### src/rtl/div_result_bcd.sv
// Result stage for the 8-bit sequential divider: captures quotient/remainder and
// converts both to packed BCD with a shared double-dabble engine for the display.
module div_result_bcd #(
   parameter int WIDTH  = 8,
   parameter int DIGITS = 3
) (
   input  logic                  clk,
   input  logic                  rst,
   input  logic                  load,
   input  logic                  dbz_in,
   input  logic [WIDTH-1:0]      q_in,
   input  logic [WIDTH-1:0]      r_in,
   output logic                  busy,
   output logic                  done,
   output logic                  dbz_out,
   output logic [4*DIGITS-1:0]   bcd_q,
   output logic [4*DIGITS-1:0]   bcd_r
);

   localparam int BW = 4 * DIGITS;
   localparam int CW = (WIDTH > 1) ? $clog2(WIDTH) : 1;
   localparam logic [CW-1:0] LAST = CW'(WIDTH - 1);

   typedef enum logic [1:0] {IDLE, CONV_Q, CONV_R} state_t;

   state_t           state, state_next;
   logic [WIDTH-1:0] shift, hold;
   logic [BW-1:0]    scratch, q_park;
   logic [CW-1:0]    cnt;

   logic [BW-1:0]    scratch_adj, scratch_step;
   logic [WIDTH-1:0] shift_step;
   logic             last_step;
   logic             start, blank, park, finish;

   // One double-dabble step: per-nibble add-3 (no inter-nibble carry), then shift.
   always_comb begin
      // NOTE: every always_comb output gets a default first so no latch is inferred.
      scratch_adj = scratch;
      for (int i = 0; i < DIGITS; i++) begin
         if (scratch[4*i +: 4] >= 4'd5)
            scratch_adj[4*i +: 4] = scratch[4*i +: 4] + 4'd3;
      end
      // The bit shifted out of the top digit is always zero given the DIGITS bound.
      scratch_step = BW'({scratch_adj, shift[WIDTH-1]});
      shift_step   = {shift[WIDTH-2:0], 1'b0};
      last_step    = (cnt == LAST);
   end

   always_comb begin
      state_next = state;
      start      = 1'b0;
      blank      = 1'b0;
      park       = 1'b0;
      finish     = 1'b0;
      if (load && dbz_in) begin
         blank      = 1'b1;
         state_next = IDLE;
      end else if (load) begin
         start      = 1'b1;
         state_next = CONV_Q;
      end else begin
         case (state)
            CONV_Q: if (last_step) begin
               park       = 1'b1;
               state_next = CONV_R;
            end
            CONV_R: if (last_step) begin
               finish     = 1'b1;
               state_next = IDLE;
            end
            default: ;
         endcase
      end
   end

   // NOTE: sequential state uses non-blocking assignments so all registers update together.
   always_ff @(posedge clk or posedge rst) begin
      if (rst) state <= IDLE;
      else     state <= state_next;
   end

   always_ff @(posedge clk or posedge rst) begin
      if (rst) begin
         shift   <= '0;
         hold    <= '0;
         scratch <= '0;
         q_park  <= '0;
         cnt     <= '0;
         busy    <= 1'b0;
         done    <= 1'b0;
         dbz_out <= 1'b0;
         bcd_q   <= '0;
         bcd_r   <= '0;
      end else begin
         done <= 1'b0;
         if (start) begin
            shift   <= q_in;
            hold    <= r_in;
            scratch <= '0;
            cnt     <= '0;
            busy    <= 1'b1;
         end else if (blank) begin
            // All-ones nibbles are the display's blank code.
            dbz_out <= 1'b1;
            bcd_q   <= '1;
            bcd_r   <= '1;
            done    <= 1'b1;
            busy    <= 1'b0;
         end else if (park) begin
            q_park  <= scratch_step;
            shift   <= hold;
            scratch <= '0;
            cnt     <= '0;
         end else if (finish) begin
            bcd_q   <= q_park;
            bcd_r   <= scratch_step;
            dbz_out <= 1'b0;
            done    <= 1'b1;
            busy    <= 1'b0;
            cnt     <= '0;
         end else if (state != IDLE) begin
            scratch <= scratch_step;
            shift   <= shift_step;
            cnt     <= cnt + CW'(1);
         end
      end
   end

endmodule

### config.mk
export PLATFORM = sky130hd
export DESIGN_NAME = div_result_bcd
export DESIGN_NICKNAME = d
export VERILOG_FILES = /design/src/rtl/div_result_bcd.sv
export SDC_FILE = /design/constraint.sdc
export NUM_CORES = 1
export LEC_CHECK = 0
export ABC_AREA = 1
export CORE_MARGIN = 1.5
export CORE_UTILIZATION = 55
export DETAILED_ROUTE_END_ITERATION = 16
export GPL_TIMING_DRIVEN = 0
export MAX_ROUTING_LAYER = met4
export PLACE_DENSITY = 0.79
export SETUP_SLACK_MARGIN = 0.15
export SYNTH_ARGS = -nofsm -noshare
export SYNTH_HDL_FRONTEND = slang
export SYNTH_SLANG_ARGS = --single-unit
### constraint.sdc
create_clock -name clk -period 2.6 [get_ports clk]
set_clock_uncertainty 0.15 [all_clocks]
set_input_delay 0.26 -clock clk [delete_from_list [all_inputs] [get_ports clk]]
set_output_delay 0.26 -clock clk [all_outputs]
set_load 0.01 [all_outputs]
==> results of run 1 <==
critical path: cells and delay by family, from the launching register on:
kind | cells | cell delay (ns)
buf+inv | 3 | 0.34
flops | 1 | 0.39
fa+ha+maj | 2 | 0.43
simple gates | 5 | 0.59
logic make-up after synthesis:
logic type | count (synthesis) | share of synthesized area (%)
AOI/OAI and AO/OA | 46 | 7.81
buffers and inverters | 71 | 9.09
DFF | 72 | 51.4
and+or+nand+nor | 231 | 27.8
adders and majority gates | 11 | 3.92
layout make-up:
class | instances | area [um2] | share of cell area (%)
tap | 75 | 93.8 | 2.22
multi-input combinational | 288 | 1390 | 32.8
clock inverter | 1 | 5.00 | 0.118
timing repair buffer | 46 | 460 | 10.9
clock buffer | 12 | 155 | 3.67
inverter | 59 | 224 | 5.30
buffer | 12 | 97.6 | 2.31
sequential | 72 | 1800 | 42.6
flip-flops by register name, summed over array words and instances, names as in the netlist:
register,count
bcd_q,12
bcd_r,12
q_park,12
scratch,12
hold,8
shift,8
cnt,3
state,2
busy,1
dbz_out,1
done,1
cells in the mapped netlist:
master	instances	area, um2
nand2_1	183	687
dfrtp_1	72	1800
inv_1	57	214
nand3_1	26	130
o21ai_0	24	120
nor2_1	13	48.8
ha_1	11	138
o21ai_1	7	35.0
o22a_1	7	61.3
buf_2	6	30.0
buf_6	4	45.0
o211ai_1	4	30.0
nand3_4	3	52.6
o21a_1	3	22.5
inv_2	2	7.51
nand2_2	2	12.5
nand4_1	2	12.5
a21oi_1	1	5.00
buf_4	1	7.51
buf_8	1	15.0
nand2_4	1	11.3
nand4_4	1	21.3
worst max-delay path by stage:
stage	from	end	cells after the start
finish	cnt[0]	bcd_r[1]	10
global route	cnt[0]	shift[4]	10
CTS	cnt[0]	bcd_r[11]	9
detailed placement	cnt[0]	bcd_r[7]	8
global placement	rst	q_park[9]	2
floorplan	rst	bcd_q[0]	1
metrics by stage:
stage          utilization, %  cells  setup TNS (ns)
6_report                 70.1    565               0
5_1_grt                  70.1    565               0
4_1_cts                  70.1    565               0
3_5_place_dp             67.5    552               0
3_3_place_gp             67.4    552          -55.08
2_1_floorplan               -    431               0
power by group through the flow:
stage	clock network (W)	logic (W)	registers [W]
5_1_grt	0.000820	0.000669	0.00135
2_1_floorplan	0	0.000429	0.00133
4_1_cts	0.000782	0.000581	0.00133
6_report	0.000760	0.000574	0.00133
3_3_place_gp	0	0.000555	0.00134
3_5_place_dp	0	0.000578	0.00135
routing by layer:
| layer | share of wire [%] | track usage, % |
|---|---|---|
| met5 | 0 | - |
| met4 | 1.3 | 8.79 |
| met3 | 4.2 | 4.97 |
| met2 | 49 | 39.6 |
| met1 | 45 | 28.1 |
==> impl_metrics.py, run 1 <==
metrics = {
    "floorplanning": {
        "rows": 28,
        "chipHeight_um": 82.9,
        "coreArea_um2": 6030,
        "die_x_um": 82.9,
        "dieArea_um2": 6870,
        "io_pins": 47,
        "start_util_pct": 58.2,
    },
    "cts": {
        "ctsResizeCount": 0,
        "post-cts-setup-buffer-count": 0,
        "clk_latency_ns": 0.34,
        "clk_pin_slew_ns": 0.07,
        "cts_tree": "built",
        "ctsHtreeMaxLevel": 3,
        "root_buffer": "clkbuf_8",
        "hold_buffers": 0,
        "cts_buffer_depth": 2,
        "cts.sinks": 72,
        "numCtsBuffers": 9,
    },
    "timing": {
        "rsz0062_at_grt": "no",
        "hold_viol": 0,
        "timing.fmax_mhz": 495,
        "setup_viol": 0,
        "worst_pin_slew_ns": 0.855,
        "holdWs_ns": 0.293,
        "setup_slack_ns": 0.580,
        "layout_min_cycle_time_ns": 2.02,
        "finalMaxSlewViolations": 0,
        "slew_headroom_pct": 43.0,
        "fin_crit_sh_pct": 77.7,
    },
    "final_layout": {
        "final_cell_mix": "nand2_1 (183), dfrtp_1 (72), inv_1 (56)",
        "nets": 519,
        "antennaDiodeCount": 0,
        "area_growth_pct": 20.4,
        "fin_area_um2": 4230,
        "mostFrequentLayoutCell": "nand2_1",
        "drive_above_1_share_pct": 6.94,
        "fillers": 528,
    },
    "critical_path": {
        "path_cells": "ha_1 -> ha_1 -> nand2_1 -> nor2_1 -> nand2_2 -> inv_1 -> buf_6 -> nand3_1 -> nand2_1 -> inv_1",
        "cp.required_ns": 2.69,
        "arrival_ns": 2.11,
        "critPathMaxStageDelay_ns": 0.39,
        "crit_slowest_cell": "dfrtp_1",
        "cp-end-kind": "flop",
        "regToRegEndpoint": "bcd_r[1]",
        "worstPathMaxFanout": 10,
        "r2r_setup_slack_ns": 0.58,
        "start_kind": "flop",
        "rr_startpoint": "cnt[0]",
        "critPathKind": "flop to flop",
        "reg2reg_depth": 10,
    },
    "global_routing": {
        "overflow": 0,
        "grt_max_degree": 73,
        "antenna_found_initial": 0,
        "grt_pass1_vias": 2885,
        "grt.total_usage_pct": 23.6,
        "grt_pass1_wl_um": 12700,
    },
    "synthesis": {
        "yosysUniqueCellTypes": 22,
        "synth_warnings": 0,
        "ys_ff_latch": 72,
        "syn_avg_cell_area_um2": 8.14,
        "seq_area_frac_synth_pct": 51.4,
        "synth.net_count": 462,
        "syn_area_um2": 3510,
        "syn_inst": 431,
    },
    "drt": {
        "drt_iter0_markers": 142,
        "drtPass1Iterations": 4,
        "wl_per_cell_um": 12.9,
        "ant_nets": 0,
        "drc_errors": 0,
        "via_count": 2908,
        "wirelength_um": 7300,
        "vias_per_cell": 5.15,
    },
    "power_and_ir_drop": {
        "power.internal_w": 0.00185,
        "peakVddDrop_mv": 0.438,
        "p_sw_w": 0.000816,
        "powerDensity_nw_per_um2": 631,
        "seqPwrFrac_pct": 50.0,
        "power_w": 0.00267,
        "clkPwrFrac_pct": 28.5,
        "power_leakage_nw": 2.15,
        "swShare_pct": 30.6,
        "combPwrFrac_pct": 21.5,
    },
    "placement": {
        "placed_area_um2": 4070,
        "io_buffers": 46,
        "gp_congestion": 0.887,
        "hpwl_um": 5230,
        "pre_cts_ws_ns": 0.624,
    },
    "run": {
        "cap_violations": 0,
    },
    "worst_hold_path": {
        "min_path_type": "primary input to async pin",
    },
    "status": {
        "status": "finished clean",
    },
}
Note: power is estimated with default switching activity, not from simulation.
==> run 2: changes to the inputs <==
==> constraint.sdc (replaced) <==
create_clock -name clk -period 2 [get_ports clk]
set_clock_uncertainty 0.15 [all_clocks]
set_input_delay 0.2 -clock clk [delete_from_list [all_inputs] [get_ports clk]]
set_output_delay 0.2 -clock clk [all_outputs]
set_load 0.01 [all_outputs]
==> impl_metrics.py, run 2 (synthesis results as in run 1) <==
metrics = {
    "status": {
        "status": "finished clean",
    },
    "floorplanning": {
        "rows": 28,
        "dieArea_um2": 6870,
        "start_util_pct": 58.2,
        "chipHeight_um": 82.9,
        "coreArea_um2": 6030,
        "die_x_um": 82.9,
        "io_pins": 47,
    },
    "final_layout": {
        "fillers": 462,
        "nets": 526,
        "antennaDiodeCount": 0,
        "final_cell_mix": "nand2_1 (179), dfrtp_1 (72), inv_1 (53)",
        "multi_input_area_um2": 1440,
        "area_growth_pct": 24.2,
        "mostFrequentLayoutCell": "nand2_1",
        "seqCellArea_um2": 1800,
        "drive_above_1_share_pct": 10.6,
    },
    "timing": {
        "layout_min_cycle_time_ns": 1.77,
        "rsz0062_at_grt": "yes",
        "slew_headroom_pct": 53.7,
        "timing.fmax_mhz": 565,
        "finalMaxSlewViolations": 0,
        "worst_pin_slew_ns": 0.694,
        "hold_viol": 0,
        "setup_viol": 0,
        "holdWs_ns": 0.149,
        "fin_crit_sh_pct": 88.5,
        "finalSetupTns_ns": 0,
    },
    "power_and_ir_drop": {
        "clkPwrFrac_pct": 27.6,
        "combPwrFrac_pct": 23.4,
        "power.internal_w": 0.00242,
        "power_leakage_nw": 2.17,
        "p_sw_w": 0.00111,
        "swShare_pct": 31.5,
        "seqPwrFrac_pct": 49.1,
        "peakVddDrop_mv": 0.483,
        "powerDensity_nw_per_um2": 811,
        "power_w": 0.00353,
    },
    "drt": {
        "wirelength_um": 7700,
        "drt_iter0_markers": 140,
        "drtPass1Iterations": 5,
        "wl_per_cell_um": 13.4,
        "vias_per_cell": 5.17,
        "ant_nets": 0,
        "via_count": 2965,
        "drc_errors": 0,
    },
    "critical_path": {
        "worstPathMaxFanout": 7,
        "arrival_ns": 1.85,
        "critPathMaxStageDelay_ns": 0.40,
        "crit_family": "simple AND/OR/NAND/NOR gates",
        "path_cells": "ha_2 -> ha_4 -> nand3_4 -> buf_8 -> nand3_4 -> nand2_4 -> clkinvlp_4 -> nand2_1 -> nand2_1",
        "crit_buf_inv": 2,
        "crit_slowest_cell": "dfrtp_1",
        "start_kind": "flop",
        "cp.required_ns": 2.08,
        "cp-end-kind": "flop",
        "critPathKind": "flop to flop",
    },
    "cts": {
        "clk_latency_ns": 0.35,
        "cts_buffer_depth": 2,
        "hold_buffers": 0,
        "clk_pin_slew_ns": 0.07,
        "cts_tree": "built",
        "cts.sinks": 72,
        "root_buffer": "clkbuf_8",
        "ctsHtreeMaxLevel": 3,
        "numCtsBuffers": 9,
    },
    "placement": {
        "io_buffers": 46,
        "hpwl_um": 5470,
        "gp_congestion": 0.922,
    },
    "run": {
        "cap_violations": 0,
    },
    "worst_hold_path": {
        "min_path_type": "primary input to async pin",
    },
    "global_routing": {
        "grt_pass1_vias": 2961,
        "grt_max_degree": 43,
        "overflow": 0,
        "antenna_found_initial": 0,
        "grt.total_usage_pct": 24.9,
        "grt_pass1_wl_um": 13300,
    },
}
-- run 2: changes by cell type in the layout (fill, tap and decap cells not counted), sizes merged --
cell      delta
buf          +7
inv          -3
clkinvlp     +2
clkbuf       +1
clkinv       +1
-- run 2: power groups by stage --
stage / clock, W / combinational (W) / sequential (W)
floorplan: 0 / 0.000557 / 0.00173
global placement: 0 / 0.000726 / 0.00175
detailed placement: 0 / 0.000766 / 0.00175
CTS: 0.000987 / 0.000775 / 0.00172
global route: 0.00104 / 0.000958 / 0.00175
finish: 0.000974 / 0.000825 / 0.00173
-- run 2: cell type report --
class	count	share of cell area, %
Buffer	12	2.53
Clock buffer	13	3.42
Clock inverter	1	0.115
Inverter	59	5.37
Multi-Input combinational cell	288	33.0
Sequential cell	72	41.4
Tap cell	75	2.15
Timing Repair Buffer	53	12.1
-- run 2: timing repair --
| item | 4_1_cts | 5_1_grt |
|---|---|---|
| setup endpoints to repair | 44 | 46 |
| resized for setup | 6 | 18 |
| buffers inserted | 1 | 5 |
| gates cloned | 0 | 0 |
| pin swaps | 1 | 3 |
-- run 2: worst register-to-register path, stage by stage, from the launching register on --
cell and delay (ns):
dfrtp_1 0.40, ha_2 0.20, ha_4 0.18, nand3_4 0.09
buf_8 0.13, nand3_4 0.07, nand2_4 0.11, clkinvlp_4 0.17
nand2_1 0.11, nand2_1 0.05
-- run 2: path summary, 6_finish.rpt --
kind / startpoint / to / slack [ns] / depth (start not counted)
worst max register to register: cnt[0] / shift[1] / 0.23 / 9
worst min-delay path: rst / state[0] / 0.15 / 2
worst max-delay path: cnt[0] / shift[1] / 0.23 / 9
min in group clk: r_in[3] / hold[3] / 0.24 / 3
max in group asynchronous: rst / bcd_q[6] / 0.92 / 3
worst min register to register: hold[3] / hold[3] / 0.33 / 2
-- run 2: through the flow --
step / cells / instance area, um2 / setup slack, ns / util [%]
floorplan: 431 / 3510 / 0.281 / -
global placement: 552 / 4070 / -0.0192 / 67.5
detailed placement: 553 / 4090 / 0.0366 / 67.8
CTS: 568 / 4260 / 0.119 / 70.8
global route: 573 / 4360 / 0.101 / 72.3
finish: 573 / 4360 / 0.229 / 72.3
-- run 2: per-layer routing --
metal / share of wire (%) / routed length, um / track usage (%)
met1: 43 / 3300 / 29.9
met5: 0 / 0 / -
met4: 2.2 / 169 / 10.2
met3: 4.0 / 305 / 3.88
met2: 51 / 3930 / 42.1
==> run 3: changes to the inputs <==
--- a/config.mk
+++ b/config.mk
@@ -11,7 +11,7 @@
 export DETAILED_ROUTE_END_ITERATION = 16
 export GPL_TIMING_DRIVEN = 0
 export MAX_ROUTING_LAYER = met4
-export PLACE_DENSITY = 0.79
+export PLACE_DENSITY = 0.8
 export SETUP_SLACK_MARGIN = 0.15
 export SYNTH_ARGS = -nofsm -noshare
 export SYNTH_HDL_FRONTEND = slang
==> impl_metrics.py, run 3 (synthesis results as in run 1) <==
metrics = {
    "floorplanning": {
        "die_x_um": 82.9,
        "io_pins": 47,
        "dieArea_um2": 6870,
        "chipHeight_um": 82.9,
        "rows": 28,
        "coreArea_um2": 6030,
        "start_util_pct": 58.2,
    },
    "critical_path": {
        "critPathMostFrequentCell": "nand2_1",
        "cp-end-kind": "flop",
        "r2r_setup_slack_ns": 0.21,
        "cp.required_ns": 2.08,
        "arrival_ns": 1.87,
        "worstPathMaxFanout": 8,
        "rr_startpoint": "cnt[1]",
        "path_cells": "ha_2 -> ha_4 -> nand3_4 -> buf_8 -> buf_12 -> nand4_4 -> clkinv_4 -> nand2_1 -> nand2_1",
        "reg2reg_depth": 9,
        "regToRegEndpoint": "cnt[2]",
        "start_kind": "flop",
        "crit_buf_inv": 3,
        "critPathKind": "flop to flop",
        "crit_slowest_cell": "dfrtp_1",
        "critPathMaxStageDelay_ns": 0.37,
        "crit_family": "buffers and inverters",
    },
    "final_layout": {
        "nets": 525,
        "seqCellArea_um2": 1800,
        "fillers": 495,
        "area_growth_pct": 24.3,
        "antennaDiodeCount": 0,
        "final_cell_mix": "nand2_1 (179), dfrtp_1 (72), inv_1 (52)",
        "mostFrequentLayoutCell": "nand2_1",
        "multi_input_area_um2": 1440,
        "drive_above_1_share_pct": 10.7,
    },
    "timing": {
        "layout_min_cycle_time_ns": 1.79,
        "rsz0062_at_grt": "no",
        "holdWs_ns": 0.165,
        "fin_crit_sh_pct": 89.6,
        "finalMaxSlewViolations": 0,
        "hold_viol": 0,
        "finalSetupTns_ns": 0,
        "timing.fmax_mhz": 558,
        "slew_headroom_pct": 51.7,
        "setup_viol": 0,
        "worst_pin_slew_ns": 0.723,
    },
    "cts": {
        "ctsHtreeMaxLevel": 3,
        "root_buffer": "clkbuf_8",
        "hold_buffers": 0,
        "numCtsBuffers": 9,
        "clk_latency_ns": 0.34,
        "cts_buffer_depth": 2,
        "clk_pin_slew_ns": 0.07,
        "cts.sinks": 72,
        "cts_tree": "built",
    },
    "global_routing": {
        "antenna_found_initial": 0,
        "grt_pass1_vias": 3054,
        "grt_pass1_wl_um": 13600,
        "grt.total_usage_pct": 25.0,
        "grt_max_degree": 41,
        "grt_use_met3_pct": 3.58,
        "gr-max-usage-layer": "met2",
        "met2_usage_pct": 42.2,
        "overflow": 0,
        "met1_usage_pct": 30.1,
    },
    "drt": {
        "drtPass1Iterations": 5,
        "ant_nets": 0,
        "drc_errors": 0,
        "via_count": 3013,
        "wirelength_um": 7870,
        "drt_iter0_markers": 198,
        "vias_per_cell": 5.27,
        "wl_per_cell_um": 13.8,
    },
    "placement": {
        "hpwl_um": 5530,
        "io_buffers": 46,
        "gp_congestion": 0.906,
    },
    "run": {
        "cap_violations": 0,
    },
    "power_and_ir_drop": {
        "powerDensity_nw_per_um2": 812,
        "power_leakage_nw": 2.17,
        "peakVddDrop_mv": 0.491,
    },
    "worst_hold_path": {
        "min_path_type": "primary input to async pin",
    },
    "status": {
        "status": "finished clean",
    },
}
run 3: final cells by class:
class | instances | share of cell area [%]
Clock buffer | 13 | 3.41
Inverter | 59 | 5.36
Clock inverter | 1 | 0.115
Timing Repair Buffer | 52 | 12.2
Multi-Input combinational cell | 288 | 33.0
Sequential cell | 72 | 41.3
Buffer | 12 | 2.52
Tap cell | 75 | 2.15
run 3: power by group:
part | internal (W) | leakage, nW | switching [W]
clock | 0.000470 | 0.0794 | 0.000492
sequential | 0.00162 | 0.846 | 0.000117
combinational | 0.000331 | 1.24 | 0.000515
total | 0.00242 | 2.17 | 0.00112
run 3: per-layer routing:
layer | routed length (um) | part of all wire (%)
met5 | 0 | 0
met3 | 367 | 4.7
met1 | 3300 | 42
met4 | 187 | 2.4
met2 | 4020 | 51
run 3: worst max-delay path by stage:
| stage | slack (ns) | depth (start not counted) | endpoint | from |
|---|---|---|---|---|
| 3_5_place_dp | 0.04 | 8 | bcd_r[7] | cnt[0] |
| 3_3_place_gp | 0.004 | 2 | bcd_r[6] | rst |
| 5_1_grt | 0.13 | 9 | scratch[2] | cnt[1] |
| 6_report | 0.21 | 9 | cnt[2] | cnt[1] |
| 4_1_cts | 0.15 | 9 | cnt[2] | cnt[0] |
| 2_1_floorplan | 0.28 | 8 | bcd_r[11] | cnt[0] |
run 3: repair_timing:
| item | in CTS | in global routing |
|---|---|---|
| resized for setup | 9 | 14 |
| pin swaps | 2 | 0 |
| setup endpoints to repair | 44 | 41 |
| setup buffers | 3 | 2 |
run 3: per-stage QoR:
step	power (W)	setup slack (ns)	utilization (%)	cell area, um2	std cells
after floorplan	0.00229	0.281	-	3510	431
after global routing	0.00376	0.126	72.4	4360	572
after detailed placement	0.00253	0.0354	67.8	4090	553
after CTS	0.00350	0.152	71.2	4290	570
final	0.00354	0.208	72.4	4360	572
after global placement	0.00247	0.00375	67.5	4070	552
